==> src/rtl/seg_display_pkg.sv <==
// Shared types, segment table and BCD digit arithmetic for seg_display_ctrl.
package seg_display_pkg;

    typedef enum logic [1:0] {
        MODE_HOLD     = 2'b00,
        MODE_MANUAL   = 2'b01,
        MODE_RUN_UP   = 2'b10,
        MODE_RUN_DOWN = 2'b11
    } mode_t;

    localparam logic [6:0] SEG_BLANK = 7'b1111111;

    // Active-low {g..a}; codes 10-15 cannot occur in the count and show blank.
    localparam logic [6:0] SEG_TABLE [16] = '{
        7'b1000000, 7'b1111001, 7'b0100100, 7'b0110000,
        7'b0011001, 7'b0010010, 7'b0000010, 7'b1111000,
        7'b0000000, 7'b0010000, SEG_BLANK,  SEG_BLANK,
        SEG_BLANK,  SEG_BLANK,  SEG_BLANK,  SEG_BLANK
    };

    // Returns {carry_out, digit}.
    function automatic logic [4:0] bcd_inc_digit(input logic [3:0] digit, input logic carry_in);
        if (!carry_in)
            return {1'b0, digit};
        if (digit >= 4'd9)
            return {1'b1, 4'd0};
        return {1'b0, digit + 4'd1};
    endfunction

    // Returns {borrow_out, digit}.
    function automatic logic [4:0] bcd_dec_digit(input logic [3:0] digit, input logic borrow_in);
        if (!borrow_in)
            return {1'b0, digit};
        if (digit == 4'd0)
            return {1'b1, 4'd9};
        return {1'b0, digit - 4'd1};
    endfunction

    function automatic logic [3:0] bcd_clamp(input logic [3:0] digit);
        return (digit > 4'd9) ? 4'd9 : digit;
    endfunction

endpackage

==> src/rtl/btn_debounce.sv <==
// Synchroniser, debouncer and press-pulse generator for one active-low key.
module btn_debounce #(
    parameter int DEBOUNCE_CYCLES = 50000
) (
    input  logic clk_clk,
    input  logic reset_reset,
    input  logic btn_n,
    output logic pressed
);

    localparam int CW = $clog2(DEBOUNCE_CYCLES + 1);

    logic [1:0]    sync_q;
    logic          db_level;
    logic          armed;
    logic [CW-1:0] stable_cnt;
    logic          ref_level;

    // Until a clean release has been seen after reset, the key is treated as
    // held, so a key pressed through reset never yields a press pulse.
    assign ref_level = armed ? db_level : 1'b0;

    always_ff @(posedge clk_clk) begin
        sync_q <= {sync_q[0], btn_n};
    end

    always_ff @(posedge clk_clk) begin
        if (reset_reset) begin
            db_level   <= 1'b1;
            armed      <= 1'b0;
            stable_cnt <= '0;
            pressed    <= 1'b0;
        end else begin
            pressed <= 1'b0;
            if (sync_q[1] == ref_level) begin
                stable_cnt <= '0;
            end else if (stable_cnt == CW'(DEBOUNCE_CYCLES - 1)) begin
                stable_cnt <= '0;
                db_level   <= sync_q[1];
                armed      <= 1'b1;
                pressed    <= armed & ~sync_q[1];
            end else begin
                stable_cnt <= stable_cnt + CW'(1);
            end
        end
    end

endmodule

==> src/rtl/seg_display_ctrl.sv <==
// BCD up/down counter with button-driven mode FSM and registered 7-segment output.
// Define SEG_DISPLAY_BLINK_EN to blink the display while in HOLD.
//
// state         | meaning
// MODE_HOLD     | count frozen, step ignored
// MODE_MANUAL   | each step press adds 1
// MODE_RUN_UP   | count +1 every TICK_CYCLES
// MODE_RUN_DOWN | count -1 every TICK_CYCLES
module seg_display_ctrl
    import seg_display_pkg::*;
#(
    parameter int NUM_DIGITS      = 6,
    parameter int DEBOUNCE_CYCLES = 50000,
    parameter int TICK_CYCLES     = 50000000,
    parameter int BLINK_CYCLES    = 12500000
) (
    input  logic                    clk_clk,
    input  logic                    reset_reset,
    input  logic [2:0]              buttons,
    input  logic                    wr_en,
    input  logic [4*NUM_DIGITS-1:0] wr_data,
    output logic [7*NUM_DIGITS-1:0] hex_out,
    output logic [4*NUM_DIGITS-1:0] count_value,
    output logic [1:0]              mode,
    output logic                    overflow
);

    localparam int TW = $clog2(TICK_CYCLES + 1);
    localparam int DW = 4 * NUM_DIGITS;
    localparam int HW = 7 * NUM_DIGITS;

    if (NUM_DIGITS < 1 || NUM_DIGITS > 8 || BLINK_CYCLES < 1) begin : g_bad_param
        $error("seg_display_ctrl: illegal parameter value");
    end

    logic          step_ev, mode_ev, clear_ev;
    mode_t         mode_q;
    logic [DW-1:0] count_q, inc_val, dec_val, load_val;
    logic          carry, borrow, inc_wrap, dec_wrap;
    logic [TW-1:0] tick_cnt;
    logic          run_mode, tick_done, step_up, step_dn;
    logic [HW-1:0] seg_val, hex_next;

    btn_debounce #(.DEBOUNCE_CYCLES(DEBOUNCE_CYCLES)) u_btn_step (
        .clk_clk(clk_clk), .reset_reset(reset_reset), .btn_n(buttons[0]), .pressed(step_ev)
    );
    btn_debounce #(.DEBOUNCE_CYCLES(DEBOUNCE_CYCLES)) u_btn_mode (
        .clk_clk(clk_clk), .reset_reset(reset_reset), .btn_n(buttons[1]), .pressed(mode_ev)
    );
    btn_debounce #(.DEBOUNCE_CYCLES(DEBOUNCE_CYCLES)) u_btn_clear (
        .clk_clk(clk_clk), .reset_reset(reset_reset), .btn_n(buttons[2]), .pressed(clear_ev)
    );

    always_comb begin
        carry    = 1'b1;
        borrow   = 1'b1;
        inc_val  = '0;
        dec_val  = '0;
        load_val = '0;
        seg_val  = '0;
        for (int i = 0; i < NUM_DIGITS; i++) begin
            {carry, inc_val[4*i +: 4]}  = bcd_inc_digit(count_q[4*i +: 4], carry);
            {borrow, dec_val[4*i +: 4]} = bcd_dec_digit(count_q[4*i +: 4], borrow);
            load_val[4*i +: 4]          = bcd_clamp(wr_data[4*i +: 4]);
            seg_val[7*i +: 7]           = SEG_TABLE[count_q[4*i +: 4]];
        end
        inc_wrap = carry;
        dec_wrap = borrow;
    end

    always_ff @(posedge clk_clk) begin
        if (reset_reset) begin
            mode_q <= MODE_HOLD;
        end else if (mode_ev) begin
            unique case (mode_q)
                MODE_HOLD:     mode_q <= MODE_MANUAL;
                MODE_MANUAL:   mode_q <= MODE_RUN_UP;
                MODE_RUN_UP:   mode_q <= MODE_RUN_DOWN;
                MODE_RUN_DOWN: mode_q <= MODE_HOLD;
            endcase
        end
    end

    assign run_mode  = (mode_q == MODE_RUN_UP) || (mode_q == MODE_RUN_DOWN);
    assign tick_done = run_mode && (tick_cnt == TW'(TICK_CYCLES - 1));
    // Steps are judged against the current mode, so a mode press in the same
    // cycle does not suppress them.
    assign step_up   = ((mode_q == MODE_MANUAL) && step_ev) || ((mode_q == MODE_RUN_UP) && tick_done);
    assign step_dn   = (mode_q == MODE_RUN_DOWN) && tick_done;

    always_ff @(posedge clk_clk) begin
        if (reset_reset) begin
            count_q  <= '0;
            overflow <= 1'b0;
            tick_cnt <= '0;
        end else begin
            overflow <= 1'b0;
            if (clear_ev) begin
                count_q <= '0;
            end else if (wr_en) begin
                count_q <= load_val;
            end else if (step_up) begin
                count_q  <= inc_val;
                overflow <= inc_wrap;
            end else if (step_dn) begin
                count_q  <= dec_val;
                overflow <= dec_wrap;
            end

            if (!run_mode || mode_ev || clear_ev || wr_en || tick_done)
                tick_cnt <= '0;
            else
                tick_cnt <= tick_cnt + TW'(1);
        end
    end

`ifdef SEG_DISPLAY_BLINK_EN
    localparam int BW = $clog2(BLINK_CYCLES + 1);

    logic [BW-1:0] blink_cnt;
    logic          blink_off;

    always_ff @(posedge clk_clk) begin
        if (reset_reset || mode_q != MODE_HOLD) begin
            blink_cnt <= '0;
            blink_off <= 1'b0;
        end else if (blink_cnt == BW'(BLINK_CYCLES - 1)) begin
            blink_cnt <= '0;
            blink_off <= ~blink_off;
        end else begin
            blink_cnt <= blink_cnt + BW'(1);
        end
    end

    assign hex_next = blink_off ? {NUM_DIGITS{SEG_BLANK}} : seg_val;
`else
    assign hex_next = seg_val;
`endif

    always_ff @(posedge clk_clk) begin
        if (reset_reset)
            hex_out <= {NUM_DIGITS{SEG_TABLE[0]}};
        else
            hex_out <= hex_next;
    end

    assign count_value = count_q;
    assign mode        = mode_q;

endmodule

==> config.mk <==
export PLATFORM = sky130hd
export DESIGN_NAME = seg_display_ctrl
export DESIGN_NICKNAME = d
export VERILOG_FILES = /design/src/rtl/seg_display_pkg.sv /design/src/rtl/btn_debounce.sv /design/src/rtl/seg_display_ctrl.sv
export SDC_FILE = /design/constraint.sdc
export NUM_CORES = 1
export LEC_CHECK = 0
export ABC_AREA = 1
export CAP_MARGIN = 5
export CORE_MARGIN = 2
export CORE_UTILIZATION = 30
export CTS_BUF_LIST = sky130_fd_sc_hd__clkbuf_8
export DETAILED_ROUTE_END_ITERATION = 7
export PLACE_DENSITY = 0.58
export SKIP_CTS_REPAIR_TIMING = 1
export SYNTH_ARGS = -nofsm -noshare
export SYNTH_HDL_FRONTEND = slang
export SYNTH_SLANG_ARGS = --single-unit
==> constraint.sdc <==
create_clock -name clk_clk -period 2.4 [get_ports clk_clk]
set_input_delay 0.48 -clock clk_clk [delete_from_list [all_inputs] [get_ports clk_clk]]
set_output_delay 0.48 -clock clk_clk [all_outputs]
set_load 0.03 [all_outputs]
### Yosys cells after proc, flatten, opt, wreduce, memory -nomap -nowiden

Memories as Yosys holds them, arrays and structs flattened. A register that Yosys moved wholly into a read port is not among the register bits.
Cells that the tools add are included.

* add/sub/neg operators: 16
* $lt $le $gt $ge: 12
* equality and inequality tests: 10
* multiplexer cells: 81
* bitwise operators: 18
* reduce and logical (&&, ||, !) cells: 31

Operator list (number)
* $mux W5: 44
* $mux W24: 3
* $add A16 B1 Y16 const B: 3
* $eq A16 B16 Y1 const B: 3
* $not A4 Y5: 6
* $mux W1: 27
* $add A26 B1 Y26 const B: 1
* $eq A26 B26 Y1 const B: 1
* $add A4 B1 Y4 const B: 6
* $ge A4 B4 Y1 const B: 6
* $gt A4 B4 Y1 const B: 6
* $logic_not A4 Y1: 6
* $mux W4: 6
* $sub A4 B1 Y4 const B: 6
* $reduce_or A3 Y1: 7
* $not A1 Y1: 9
* $pmux W2 S4: 1
* $logic_or A1 B1 Y1: 6
* $reduce_and A2 Y1: 3
* $eq A2 B2 Y1 const B: 2
* $logic_and A1 B1 Y1: 4
* $reduce_or A2 Y1: 2
* $and A1 B1 Y1: 3
* $eq A1 B1 Y1: 3
* other kinds (4): 4

* bits in registers: 116
* bits in read-only memories: 672
* input port bits: 30
* output and inout bits: 69
* logic and storage cells: 193
* memories kept: 6

Memory list
* (name not given): words 16, width 7, read ports 1, clocked after memory_dff 1, wr ports 0, line seg_display_ctrl.sv:65 `seg_val[7*i +: 7] = SEG_TABLE[count_q[4*i +: 4]];`
* (name not given): words 16, width 7, read ports 1, clocked after memory_dff 1, wr ports 0, line seg_display_ctrl.sv:65
* (name not given): words 16, width 7, read ports 1, clocked after memory_dff 1, wr ports 0, line seg_display_ctrl.sv:65
* (name not given): words 16, width 7, read ports 1, clocked after memory_dff 1, wr ports 0, line seg_display_ctrl.sv:65
* (name not given): words 16, width 7, read ports 1, clocked after memory_dff 1, wr ports 0, line seg_display_ctrl.sv:65
* (name not given): words 16, width 7, read ports 1, clocked after memory_dff 1, wr ports 0, line seg_display_ctrl.sv:65

### Depth between registers and ports, before layout

* depth in word-level cells: 26
* mapped depth: 15
* mapped depth without buffers: 14

### Cells and area by module

A second synthesis with hierarchy kept.

* cells, all modules: 1364
* area total of the unflattened synthesis: 9242.6 um2

By module, submodules not included
* seg_display_ctrl: instances 1, cells each 914, area each 6063.3 um2, seq. area each 1901.8 um2
* btn_debounce: instances 3, cells each 150, area each 1059.8 um2, seq. area each 420.4 um2

### Worst setup path before layout

Ideal clock, no wire load.

* path kind: register to register
* start point: reg count_q[0] (netlist: count_value[0])
* end point: reg count_q[23] (netlist: count_value[23])
* arrival time: 2.073 ns
* required time: 2.336 ns
* slack: 0.263 ns
* cell stages (with the launch flop): 14
* path buffers: 0
* period minus slack after synthesis: 2.137 ns
* path through: dfxtp_1 -> inv_1 -> ha_1 -> nand3_1 -> nand2_1 -> nor2_1 -> nand4_1 -> inv_1 -> nand2_1 -> nand2_1 -> nor2_4 -> nand2_1 -> nand2_1 -> nor2_1

* longest elaborated chain between the ends: 11

Ends and longest elaborated chain
* start: declaration: line seg_display_ctrl.sv:38 `logic [DW-1:0] count_q, inc_val, dec_val, load_val;`
* start signal: assignment: line seg_display_ctrl.sv:101 `count_q <= load_val;`
* start signal: assignment: line seg_display_ctrl.sv:103 `count_q <= inc_val;`
* start signal: assignment: line seg_display_ctrl.sv:106 `count_q <= dec_val;`
* branches (longest 9 deep; another with $ge A4 B4 Y1)
* $mux W24 *: line seg_display_ctrl.sv:102 `end else if (step_up) begin`
* $mux W24 *: line seg_display_ctrl.sv:100 `end else if (wr_en) begin`

Every way passes the cells marked *. The select of a mux whose other input is x is not followed.
A chain may end at the register's enable or synchronous reset.

### Final worst setup path

* start point: reg count_q[2] (netlist: count_value[2])
* end point: out count_value[2]

RTL lines
* end: declaration: line seg_display_ctrl.sv:23 `output logic [4*NUM_DIGITS-1:0] count_value,`

No word-level cell between the ends.

==> impl_results.md <==
- Port Buffers: 98
- # clock sinks: between 150 and 200
- Detailed-route DRC error count: 0
- Fin area: 10400 µm²
- Critical-path maximum fanout: 6
- Hold Path Class: reg -> reg
- Total Wirelength: roughly 22000 µm
- Flops & latches, synth: 158
- Setup ws final: 0.130 ns
- TritonCTS Buffers: 17
- All-Layer GR Usage: 15.0%
- Die W: 171 µm
- Die ar.: about 29000 µm²
- Setup_tns: 0 ns
- Number of global-route vias before repair: 7364
- Critical path class: reg -> out
- Share of layout cells above drive strength 1: 8.05%
- Core area: between 20000 and 30000 µm²
- Area leader, netlist: dfxtp_1
- Initial antenna violation count: 0
- Placed cell area: 9900 µm²
- Distinct cells, synth: 46
- Synth Net Count: 1283
- Post-Synth Simple-Gate Area: 35.9%
- Max Clk Rate: 441 MHz
- Starting Density: around 30%
- RSZ-0062 raised after global routing: no
- H-tree lvl count: 4
- GPL Wtd Cong: 0.863
- I/O pins: 99
- Ys Warns: 0
- Root Buffer: clkbuf_8
- Post-route ant nets: 0
- Slew Limit Fails: 0
- Nets: between 1000 and 1500
- Syn Inst Count: 1214
- Pwr Total: 6.09 mW
- Final period utilization: 94.6%
- WP buf/inv: 2
- P&R area growth vs syn: 23.1%
- DR WL/cell: between 10 and 15 µm
- Adder-cell area share of the yosys netlist: 5.80%
- Synth top area cells: dfxtp_1, nand2_1, nor2_1
- DRT Pass-1 Iters: 5
- Worst-margin pin slew: 0.562 ns
- Starting DRC count in detailed routing: roughly 560
- Mean Syn Cell Area: 6.93 µm²
- Worst path max stage delay: approximately 0.70 ns
- TritonCTS clock tree: done
- Max_cap viols: 0
- Hold_ws: 0.342 ns
- Layout Cells excl Fill: about 1700
- Max clock buf depth: 2
- Largest family of logic cells by synthesized area: simple AND/OR/NAND/NOR gates
- Remaining global-route overflow: 0
- N_diodes: 0
- Vias: 8001
- Largest net degree at the start of global routing: 31
- Compound-gate portion of the synthesized area: about a tenth
- Hold Vio Cnt, Final: 0
- Synth Area in XOR/XNOR: 3.23%
- EDFF count, synth: 0
- Max VDD drop: 0.264 mV
- Final core occ: 37.4%
- First-pass GRT wire length: 35600 µm
- Later-pin clock latency in the skew report: about 0.46 ns
- Vias per cell: 4.65
- Critical-path top delay cell: clkdlybuf4s50_1
- Post-synthesis sequential area ratio: 37.6%
- Critical Path AT: around 1.8 ns
- Mux cell area share after synthesis: 0%
- Worst-path clk slew: 0.09 ns
- P_leak: 4.12 nW
- Hpwl dp: 16100 µm
- Outcome: finished clean
- Startpoint Class: flop
- Post-synth top area share: 37.6%
- Crit path required time: 1.92 ns
- PwrDens: 588 nW/µm²
- Worst rel slew slack: roughly 62%
- Setup WS pre-CTS: ~0.095 ns
- Rows: 61
- Asr flop ratio synth: 0%
- Worst-path cell chain: buf_4, clkdlybuf4s50_1
- Min Clock Period, post-route: 2.27 ns
- Post-Syn Area: ~8400 µm²
- Post-Place Cells: 1687
- DIE HEIGHT: 171 µm
- Top_reg_cell synth: dfxtp_1
- Delay-heaviest family, CP: buffers and inverters
- # setup viols final: 0
- Clock skew: 0.0162 ns
- Worst Setup End Kind: output pin
## per-layer routing
metal | vias up | GRT usage [%] | wire length [µm]
met2 | 198 | 23.7 | 9560
met1 | 3597 | 20.2 | 10700
li1 | 4177 | - | -
met3 | 29 | 3.29 | 1070
met5 | - | 0 | 0
met4 | 0 | 4.86 | 433
## registers in the layout, summed over array words and instances (netlist names), 16 cells and up
| register | count |
|---|---|
| u_btn_clear.stable_cnt | 16 |
| u_btn_step.stable_cnt | 16 |
| hex_out | 42 |
| u_btn_mode.stable_cnt | 16 |
| count_value | 24 |
| tick_cnt | 26 |
## cells in the final DEF (no fill, tap or decap), types with 3 or more instances in the layout
| master | count |
|---|---|
| nor2_2 | 9 |
| o21ai_0 | 41 |
| clkdlybuf4s50_1 | 97 |
| ha_1 | 39 |
| nand3_2 | 4 |
| dfxtp_1 | 156 |
| xnor2_1 | 9 |
| nor4_1 | 6 |
| nand4_1 | 23 |
| nor3_1 | 32 |
| buf_4 | 29 |
| clkinv_4 | 4 |
| inv_2 | 6 |
| and3_1 | 3 |
| nor2_1 | 185 |
| nand3_1 | 113 |
| clkinv_1 | 5 |
| nor3b_1 | 16 |
| clkbuf_8 | 21 |
| o211ai_1 | 10 |
| or2_2 | 11 |
| nor2_4 | 6 |
| inv_1 | 124 |
| xor2_1 | 22 |
| o21a_1 | 5 |
| a21oi_1 | 84 |
| nand2_1 | 254 |
## worst paths after layout
kind	from	end	slack, ns	cells after the start
setup / recovery	count_value[2]	count_value[2]	0.13	2
hold / removal	u_btn_step.sync_q[0]	u_btn_step.sync_q[1]	0.34	0
setup reg to reg	count_value[12]	count_value[23]	0.24	12
hold reg to reg	u_btn_step.sync_q[0]	u_btn_step.sync_q[1]	0.34	0
## synth_stat cells (all sizes together) (6+ instances only)
master / instances
nand3: 118
xnor2: 9
ha: 39
xor2: 22
or2: 12
nor4: 6
o211ai: 10
nor2: 200
nand2: 257
nor3: 33
clkbuf: 17
inv: 129
dfxtp: 158
nand4: 25
o21ai: 42
a21oi: 84
buf: 14
nor3b: 16
## power breakdown
part	switching [mW]	internal [mW]	leakage (nW)	total, mW
combinational	0.728	0.453	2.62	1.18
clock	1.06	1.05	0.210	2.11
sequential	0.0742	2.72	1.29	2.80
total	1.86	4.22	4.12	6.09
## logic make-up after synthesis
| family | after synthesis |
|---|---|
| AO/OA/AOI/OAI | 148 |
| XOR/XNOR | 31 |
| adder cells (fa/ha/maj) | 39 |
| buffers and inverters | 165 |
| flip-flops | 158 |
| AND/OR/NAND/NOR | 673 |
## layout make-up
type / instances / area [µm²]
well taps: 378 / 473
clock buffers: 21 / 289
multi-input cells: 891 / 4600
inverters: 134 / 503
flip-flops and latches: 158 / 3170
repair buffers: 127 / 1190
clock inverters: 11 / 131
fillers: 2951 / 17400
Power figures use the tool's default switching activity.
